<file path="config.mk">
export PLATFORM = sky130hd
export DESIGN_NAME = pipe_stage_ctrl
export DESIGN_NICKNAME = d
export VERILOG_FILES = /design/src/rtl/pipe_stage_ctrl.sv
export SDC_FILE = /design/constraint.sdc
export NUM_CORES = 1
export LEC_CHECK = 0
export BUFFER_PORTS_ARGS = -buffer_cell sky130_fd_sc_hd__buf_2
export CORE_MARGIN = 2
export CORE_UTILIZATION = 40
export DETAILED_ROUTE_END_ITERATION = 6
export PLACE_DENSITY_LB_ADDON = 0.15
export SLEW_MARGIN = 20
export SYNTH_ARGS = -nofsm -noshare
export SYNTH_HDL_FRONTEND = slang
export SYNTH_SLANG_ARGS = --single-unit
</file>
<file path="constraint.sdc">
create_clock -name clk -period 1.4 [get_ports clk]
set_input_delay 0.07 -clock clk [delete_from_list [all_inputs] [get_ports clk]]
set_output_delay 0.07 -clock clk [all_outputs]
set_load 0.01 [all_outputs]
</file>
<file path="src/rtl/pipe_stage_ctrl.sv">
// pipe_stage_ctrl: central sequencer for the 5-stage RV32I pipeline.
//
// It turns hazard requests and memory handshakes into per-pipeline-register
// enables, a PC enable and per-stage valid bits. A watchdog flags a data
// access that keeps the pipeline frozen for too long.
//
// Optional feature: define PIPE_PERF_CNT_EN to add the stall and flush
// performance counters (ports perf_stall_cnt / perf_flush_cnt).
//
// Ports
//   clk, reset        : clock, asynchronous active-high reset
//   stall_req         : load-use hazard (hold IF/ID, bubble into EX)
//   if_id_flush_req   : kill IF/ID contents
//   ex_flush_req      : kill IF/ID and ID/EX contents
//   imem_ready        : fetch data valid this cycle
//   mem_access        : instruction in MEM is a load/store
//   dmem_ready        : data memory completes the access this cycle
//   pc_en, *_en       : PC and pipeline register load enables
//   *_valid           : stage holds a real instruction
//   retire            : valid instruction leaves WB this cycle
//   timeout_err       : sticky watchdog error
//   perf_*_cnt        : saturating counters (PIPE_PERF_CNT_EN only)
module pipe_stage_ctrl #(
  parameter int TIMEOUT_CYCLES = 64,
  parameter int CNT_WIDTH      = 16
) (
  input  logic clk,
  input  logic reset,
  input  logic stall_req,
  input  logic if_id_flush_req,
  input  logic ex_flush_req,
  input  logic imem_ready,
  input  logic mem_access,
  input  logic dmem_ready,
  output logic pc_en,
  output logic if_id_en,
  output logic id_ex_en,
  output logic ex_mem_en,
  output logic mem_wb_en,
  output logic id_valid,
  output logic ex_valid,
  output logic mem_valid,
  output logic wb_valid,
  output logic retire,
`ifdef PIPE_PERF_CNT_EN
  output logic [CNT_WIDTH-1:0] perf_stall_cnt,
  output logic [CNT_WIDTH-1:0] perf_flush_cnt,
`endif
  output logic timeout_err
);

  typedef enum logic [1:0] {BOOT, RUN, DMEM_WAIT} state_e;

  localparam int WD_W = $clog2(TIMEOUT_CYCLES + 1);
  localparam logic [WD_W-1:0] WD_MAX  = WD_W'(TIMEOUT_CYCLES);
  localparam logic [WD_W-1:0] WD_LAST = WD_W'(TIMEOUT_CYCLES - 1);

  state_e          state_q, state_d;
  logic            id_q, ex_q, mem_q, wb_q;
  logic            id_d, ex_d, mem_d, wb_d;
  logic [WD_W-1:0] wd_q, wd_d;
  logic            terr_q, terr_d;

  logic active, freeze, take_flush, take_stall;
  logic pc_en_c, if_id_en_c, rest_en_c;

  always_comb begin
    active     = (state_q != BOOT);
    // MEM holds an unfinished data access: nothing may move.
    freeze     = active & mem_q & mem_access & ~dmem_ready;
    take_flush = 1'b0;
    take_stall = 1'b0;
    pc_en_c    = 1'b0;
    if_id_en_c = 1'b0;
    rest_en_c  = 1'b0;
    id_d       = id_q;
    ex_d       = ex_q;
    mem_d      = mem_q;
    wb_d       = wb_q;

    if (!active)     state_d = RUN;
    else if (freeze) state_d = DMEM_WAIT;
    else             state_d = RUN;

    if (active && !freeze) begin
      if_id_en_c = 1'b1;
      rest_en_c  = 1'b1;
      mem_d      = ex_q;
      wb_d       = mem_q;
      // Flushes outrank the stall: a stalled instruction behind a
      // redirect is on the wrong path anyway.
      if (ex_flush_req) begin
        take_flush = 1'b1;
        pc_en_c    = 1'b1;
        id_d       = 1'b0;
        ex_d       = 1'b0;
      end else if (if_id_flush_req) begin
        take_flush = 1'b1;
        pc_en_c    = 1'b1;
        id_d       = 1'b0;
        ex_d       = id_q;
      end else if (stall_req) begin
        take_stall = 1'b1;
        if_id_en_c = 1'b0;
        ex_d       = 1'b0;
      end else if (!imem_ready) begin
        id_d       = 1'b0;
        ex_d       = id_q;
      end else begin
        pc_en_c    = 1'b1;
        id_d       = 1'b1;
        ex_d       = id_q;
      end
    end

    // Watchdog counts consecutive frozen cycles (the cycles the pipeline
    // spends waiting on data memory); the error fires on the last one.
    if (freeze) wd_d = (wd_q == WD_MAX) ? wd_q : wd_q + 1'b1;
    else        wd_d = '0;
    terr_d = terr_q | (freeze & (wd_q == WD_LAST));
  end

  always_ff @(posedge clk or posedge reset) begin
    if (reset) begin
      state_q <= BOOT;
      id_q    <= 1'b0;
      ex_q    <= 1'b0;
      mem_q   <= 1'b0;
      wb_q    <= 1'b0;
      wd_q    <= '0;
      terr_q  <= 1'b0;
    end else begin
      state_q <= state_d;
      id_q    <= id_d;
      ex_q    <= ex_d;
      mem_q   <= mem_d;
      wb_q    <= wb_d;
      wd_q    <= wd_d;
      terr_q  <= terr_d;
    end
  end

  assign pc_en       = pc_en_c;
  assign if_id_en    = if_id_en_c;
  assign id_ex_en    = rest_en_c;
  assign ex_mem_en   = rest_en_c;
  assign mem_wb_en   = rest_en_c;
  assign id_valid    = id_q;
  assign ex_valid    = ex_q;
  assign mem_valid   = mem_q;
  assign wb_valid    = wb_q;
  assign retire      = wb_q & active & ~freeze;
  assign timeout_err = terr_q;

`ifdef PIPE_PERF_CNT_EN
  logic [CNT_WIDTH-1:0] stall_cnt_q, flush_cnt_q;

  always_ff @(posedge clk or posedge reset) begin
    if (reset) begin
      stall_cnt_q <= '0;
      flush_cnt_q <= '0;
    end else begin
      if (take_stall && !(&stall_cnt_q)) stall_cnt_q <= stall_cnt_q + 1'b1;
      if (take_flush && !(&flush_cnt_q)) flush_cnt_q <= flush_cnt_q + 1'b1;
    end
  end

  assign perf_stall_cnt = stall_cnt_q;
  assign perf_flush_cnt = flush_cnt_q;
`endif

endmodule

</file>
Word level (Yosys, flattened, before mapping)
Index checks and enable logic that the tools add are counted.
{"block": "classes", "reduce_logical": 4, "eq_ne": 4, "n_bitwise": 9, "addsub": 1, "muxes": 20}
{"cell": "two-way mux 1 bit", "count": 16}
{"cell": "two-way mux 7 bit", "count": 2}
{"cell": "adder 7 x 1 -> 7 bit (second input constant)", "count": 1}
{"cell": "equality test 7 x 6 -> 1 bit (second input constant)", "count": 1}
{"cell": "equality test 7 bit (second input constant)", "count": 1}
{"cell": "bitwise AND 1 bit", "count": 6}
{"cell": "two-way mux 2 bit", "count": 2}
{"cell": "!= test 3 x 1 -> 1 bit (second input constant)", "count": 1}
{"cell": "!= test 2 bit (second input constant)", "count": 1}
{"cell": "inverter 1 bit", "count": 2}
{"cell": "AND reduction 2 bit", "count": 1}
{"cell": "nonzero test 2 bit", "count": 1}
{"cell": "logical AND 1 bit", "count": 1}
{"cell": "logical NOT 1 bit", "count": 1}
{"cell": "bitwise OR 1 bit", "count": 1}
{"block": "totals", "out_inout_bits": 11, "regBits": 14, "word_cells": 45, "input_bits": 8}

Depth between registers and ports, before layout
{"block": "depth", "word_depth": 7, "depth_mapped": 5, "mapped_depth_nobuf": 5}

Least setup slack after synthesis
Ideal clock, no wire load.
{"block": "synth_timing", "path_kind": "register to register", "startpoint": "register mem_q, in the netlist mem_valid", "endpoint": "register ex_q, in the netlist ex_valid", "setup_time_ns": 0.125, "arrival_ns": 1.440, "synth_period_minus_slack_ns": 1.565, "setup_slack_ns": -0.165, "stages_incl_launch_ff": 4, "required_time_ns": 1.275, "path_buffers": 0, "cell_sequence": "dfrtp_1 -> and3b_1 -> nor2_1 -> mux2_2"}
{"block": "synth_between", "elab_chain_cells": 5}
{"element": "from (decl)", "line": "59", "text": "logic id_q, ex_q, mem_q, wb_q;"}
{"element": "from (signal assigned)", "line": "136", "text": "mem_q <= mem_d;"}
{"element": "bitwise AND 1 bit (3 in a row)", "line": "70", "text": "freeze = active & mem_q & mem_access & ~dmem_ready;"}
{"element": "logical NOT 1 bit", "line": "85", "text": "if (active && !freeze) begin"}
{"element": "logical AND 1 bit", "line": "85"}
{"element": "to (signal assigned)", "line": "127", "text": "ex_q <= 1'b0;"}
{"element": "to (signal assigned)", "line": "135", "text": "ex_q <= ex_d;"}
{"element": "to (decl)", "line": "59"}
Every way passes these cells.
A chain may end at the register's enable or synchronous reset.

Worst setup path after layout
{"block": "layout_timing", "startpoint": "register wd_q[3]", "endpoint": "register wd_q[1]"}
{"block": "layout_between", "elab_chain_cells": 2}
{"element": "from (decl)", "line": "61", "text": "logic [WD_W-1:0] wd_q, wd_d;"}
{"element": "from (signal assigned)", "line": "138", "text": "wd_q <= wd_d;"}
{"element": "equality test 7 bit", "line": "118", "text": "if (freeze) wd_d = (wd_q == WD_MAX) ? wd_q : wd_q + 1'b1;"}
{"element": "!= test 2 bit (no line)"}
Every way passes these cells.

==> results by group <==
Route
  – First drt pass iteration count: 2
  – DRT iter0 DRCs: 3
  – Remaining DRCs: 0
  – Average wire per standard cell: 13.1 µm
  – Post-route ant nets: 0
  – Drt total wl: 1.53 mm
  – Vias: 612
  – Post-DR vias/cell: 5.23

Hold path
  – Hold Path End: id_valid
  – Worst min path class: input pin to register
  – Hold path depth: 3
  – HP Start: stall_req

Synthesis
  – Synth area leaders: dfrtp_1 51%, ha_1 3.6%, mux2_2 3.3%, a21oi_1 2.9%, o21ai_0 2.9%
  – Count leader, synth: dfrtp_1
  – Netlist Area Pre-Place: 687 µm²
  – Post-synthesis sequential area ratio: between 50% and 60%
  – Post-synthesis register bit count: 14
  – Synth Area in XOR/XNOR: about 2.6%
  – Post-synth top area cell: dfrtp_1
  – Mux cell area share after synthesis: 3.28%
  – Synth unique cells: 28
  – Post-Syn Nets: 76
  – Post-synth top flop: dfrtp_1
  – Synth Area in Simple Gates: 20.6%
  – Adder-cell share of the synthesized area: 3.64%
  – Top cell type's share of synthesized area: 51.0%
  – Post-synthesis async set-or-reset flop share: 100%
  – Post-synthesis compound-gate area fraction: 14.0%
  – Synth Warn #: 0
  – EDFF count, synth: 0
  – Syn avg cell area: 10.4 µm²
  – Post-Syn Instances: 66
  – Main combinational cell family by area after synthesis: simple AND/OR/NAND/NOR gates
  – Most frequent cells after synthesis: 14 x dfrtp_1, 5 x inv_1, 5 x nor2_1, 4 x a21oi_1, 4 x o21ai_0

GRT
  – Total GRT Usage: 17.8%
  – Initial antenna violation count: 0
  – Largest net degree at the start of global routing: 15
  – First-pass GRT wire length: 2.58 mm
  – Vias in the first global route: 616
  – Remaining Overflow, GRT: 0

Job
  – MaxCap Viol Count: 0

Clock network
  – CTS H-tree lvls: 1
  – Clk root buf: clkbuf_4
  – TritonCTS buffer count: 3
  – Clk buf depth: 2
  – Worst-Skew Late Latency: about 0.29 ns
  – CTS tree: built
  – Clock sink count: 14
  – CTS clk-pin slew, worst paths: 0.08 ns

Timing
  – Fin. max-slew vios: 0
  – Post-route minimum period: around 1.5 ns
  – Worst slew margin: 64.9%
  – Least-Margin Pin Slew: 0.526 ns
  – Fin. Hold Viols: 0
  – Tcrit/Tclk final: 104%
  – TNS Setup: -0.109 ns
  – Final setup margin: -0.0583 ns
  – Max Clock Freq: 0.686 GHz
  – Maximum clock skew at final layout: 0.00360 ns
  – RSZ-0062 raised after global routing: yes
  – # setup viols final: 3

Worst setup path
  – CP Max Fanout: 5
  – Critical-path cell list: or4b_4 -> or3_1 -> a21oi_2
  – RR Startpoint: wd_q[3]
  – Reg-to-Reg End: wd_q[1]
  – FF-to-FF path depth: 3
  – Critical path buffers and inverters: 0
  – Top Family by Delay on Critical Path: simple AND/OR/NAND/NOR gates
  – CP Class: register to register
  – R2R Setup Slk: -0.06 ns
  – CP endpoint kind: register
  – Critical-path top delay cell: or4b_4
  – Slowest stage delay, CP: between 0.5 and 0.6 ns
  – Req. time, crit path: between 1.5 and 2 ns
  – Critical path launch point type: register
  – CP arrival: 1.68 ns

Die
  – Chip width: around 45 µm
  – Full die area: about 2100 µm²
  – Num ports: 19
  – Core ar.: 1560 µm²
  – Row count: 14
  – Initial Util: 44.1%
  – Die height: 45.4 µm

Power
  – P per Cell Area: between 700 and 800 nW/µm²
  – Max IR drop VDD: between 0.0005 and 0.0006 V
  – Static leakage: 0.495 nW

Finish
  – Area grow syn2layout: 41.9%
  – Fin util: 62.5%
  – ANT cells: 0
  – Share of layout cells above drive strength 1: approximately 46%
  – Final nets: 112

Place
  – Detail Placement HPWL: 1.08 mm
  – Gpl congestion: 0.748
  – IO Port Bufs: 18

Run status
  – Failing checks: setup timing
  – Status: finished with violations
-- stage by stage --
step / setup slack (ns) / cell area (µm²) / cells / hold slack [ns] / total power, mW
6_report: -0.0583 / 975 / 117 / 0.190 / 0.760
5_1_grt: -0.106 / 975 / 117 / 0.218 / 0.788
4_1_cts: -0.0526 / 936 / 116 / 0.198 / 0.759
3_5_place_dp: -0.0452 / 837 / 105 / 0.130 / 0.465
3_3_place_gp: -0.0231 / 837 / 105 / 0.120 / 0.463
2_1_floorplan: -0.0328 / 689 / 66 / -0.0408 / 0.441
-- logic make-up (layout without fill, tap and decap cells) --
logic type | after synthesis | in the layout
and+or+nand+nor | 24 | 24
AOI/OAI and AO/OA | 15 | 15
DFF | 14 | 14
buffers and inverters | 7 | 42
adders and majority gates | 2 | 2
xor gates and xnor gates | 2 | 2
muxes | 2 | 2
-- per-layer routing --
layer  vias to the layer above  track usage, %  share of wire [%]
li1                        299               -                  -
met1                       297            21.0                 41
met2                        14            32.1                 55
met3                         2            2.38                3.3
met4                         0            7.06               0.98
met5                         -               0                  0
-- sequential cells by signal (all words and copies together) (netlist names) --
register     flops
wb_valid         1
state_q          2
wd_q             7
timeout_err      1
id_valid         1
ex_valid         1
mem_valid        1
-- report_power, final --
part | internal [mW] | total [mW] | switching (mW) | leakage, nW
sequential | 0.407 | 0.410 | 0.00258 | 0.190
clock | 0.158 | 0.297 | 0.139 | 0.0210
combinational | 0.0261 | 0.0532 | 0.0270 | 0.285
total | 0.592 | 0.760 | 0.169 | 0.495
-- how the worst max path moves through the flow --
stage	slack [ns]	startpoint	to	cells past startpoint
6_report	-0.06	wd_q[3]	wd_q[1]	3
5_1_grt	-0.11	wd_q[3]	wd_q[1]	3
4_1_cts	-0.05	wd_q[3]	wd_q[1]	3
3_5_place_dp	-0.05	wd_q[5]	wd_q[1]	3
3_3_place_gp	-0.02	wd_q[5]	wd_q[1]	3
2_1_floorplan	-0.03	wd_q[2]	wd_q[1]	3
-- repair_timing --
item,4_1_cts,5_1_grt
endpoints found under the setup margin,7,8
resized for setup,3,8
hold buffers,1,0
setup buffers,6,1
endpoints found under the hold margin,14,0
pin swaps,4,0
-- layout make-up --
class	instances	area (µm²)
Fill cell	135	584
Sequential cell	14	350
Multi-Input combinational cell	45	334
Timing Repair Buffer	33	215
Clock buffer	4	36.3
Tap cell	16	20.0
Inverter	5	18.8
-- tightest hold or removal path, stage by stage --
cell and delay (ns):
buf_2 0.10, a211o_1 0.13, a32o_1 0.14
-- cells in the final DEF (no fill, tap or decap), drive strengths merged, types with 3 or more instances in the layout --
master / netlist / routed
clkbuf: 0 / 4
a21oi: 4 / 4
nand3: 3 / 3
or3: 3 / 3
inv: 5 / 5
nor3: 3 / 3
o21ai: 5 / 5
dfrtp: 14 / 14
buf: 2 / 32
nor2: 5 / 5
(Power assumes the default switching activity.)
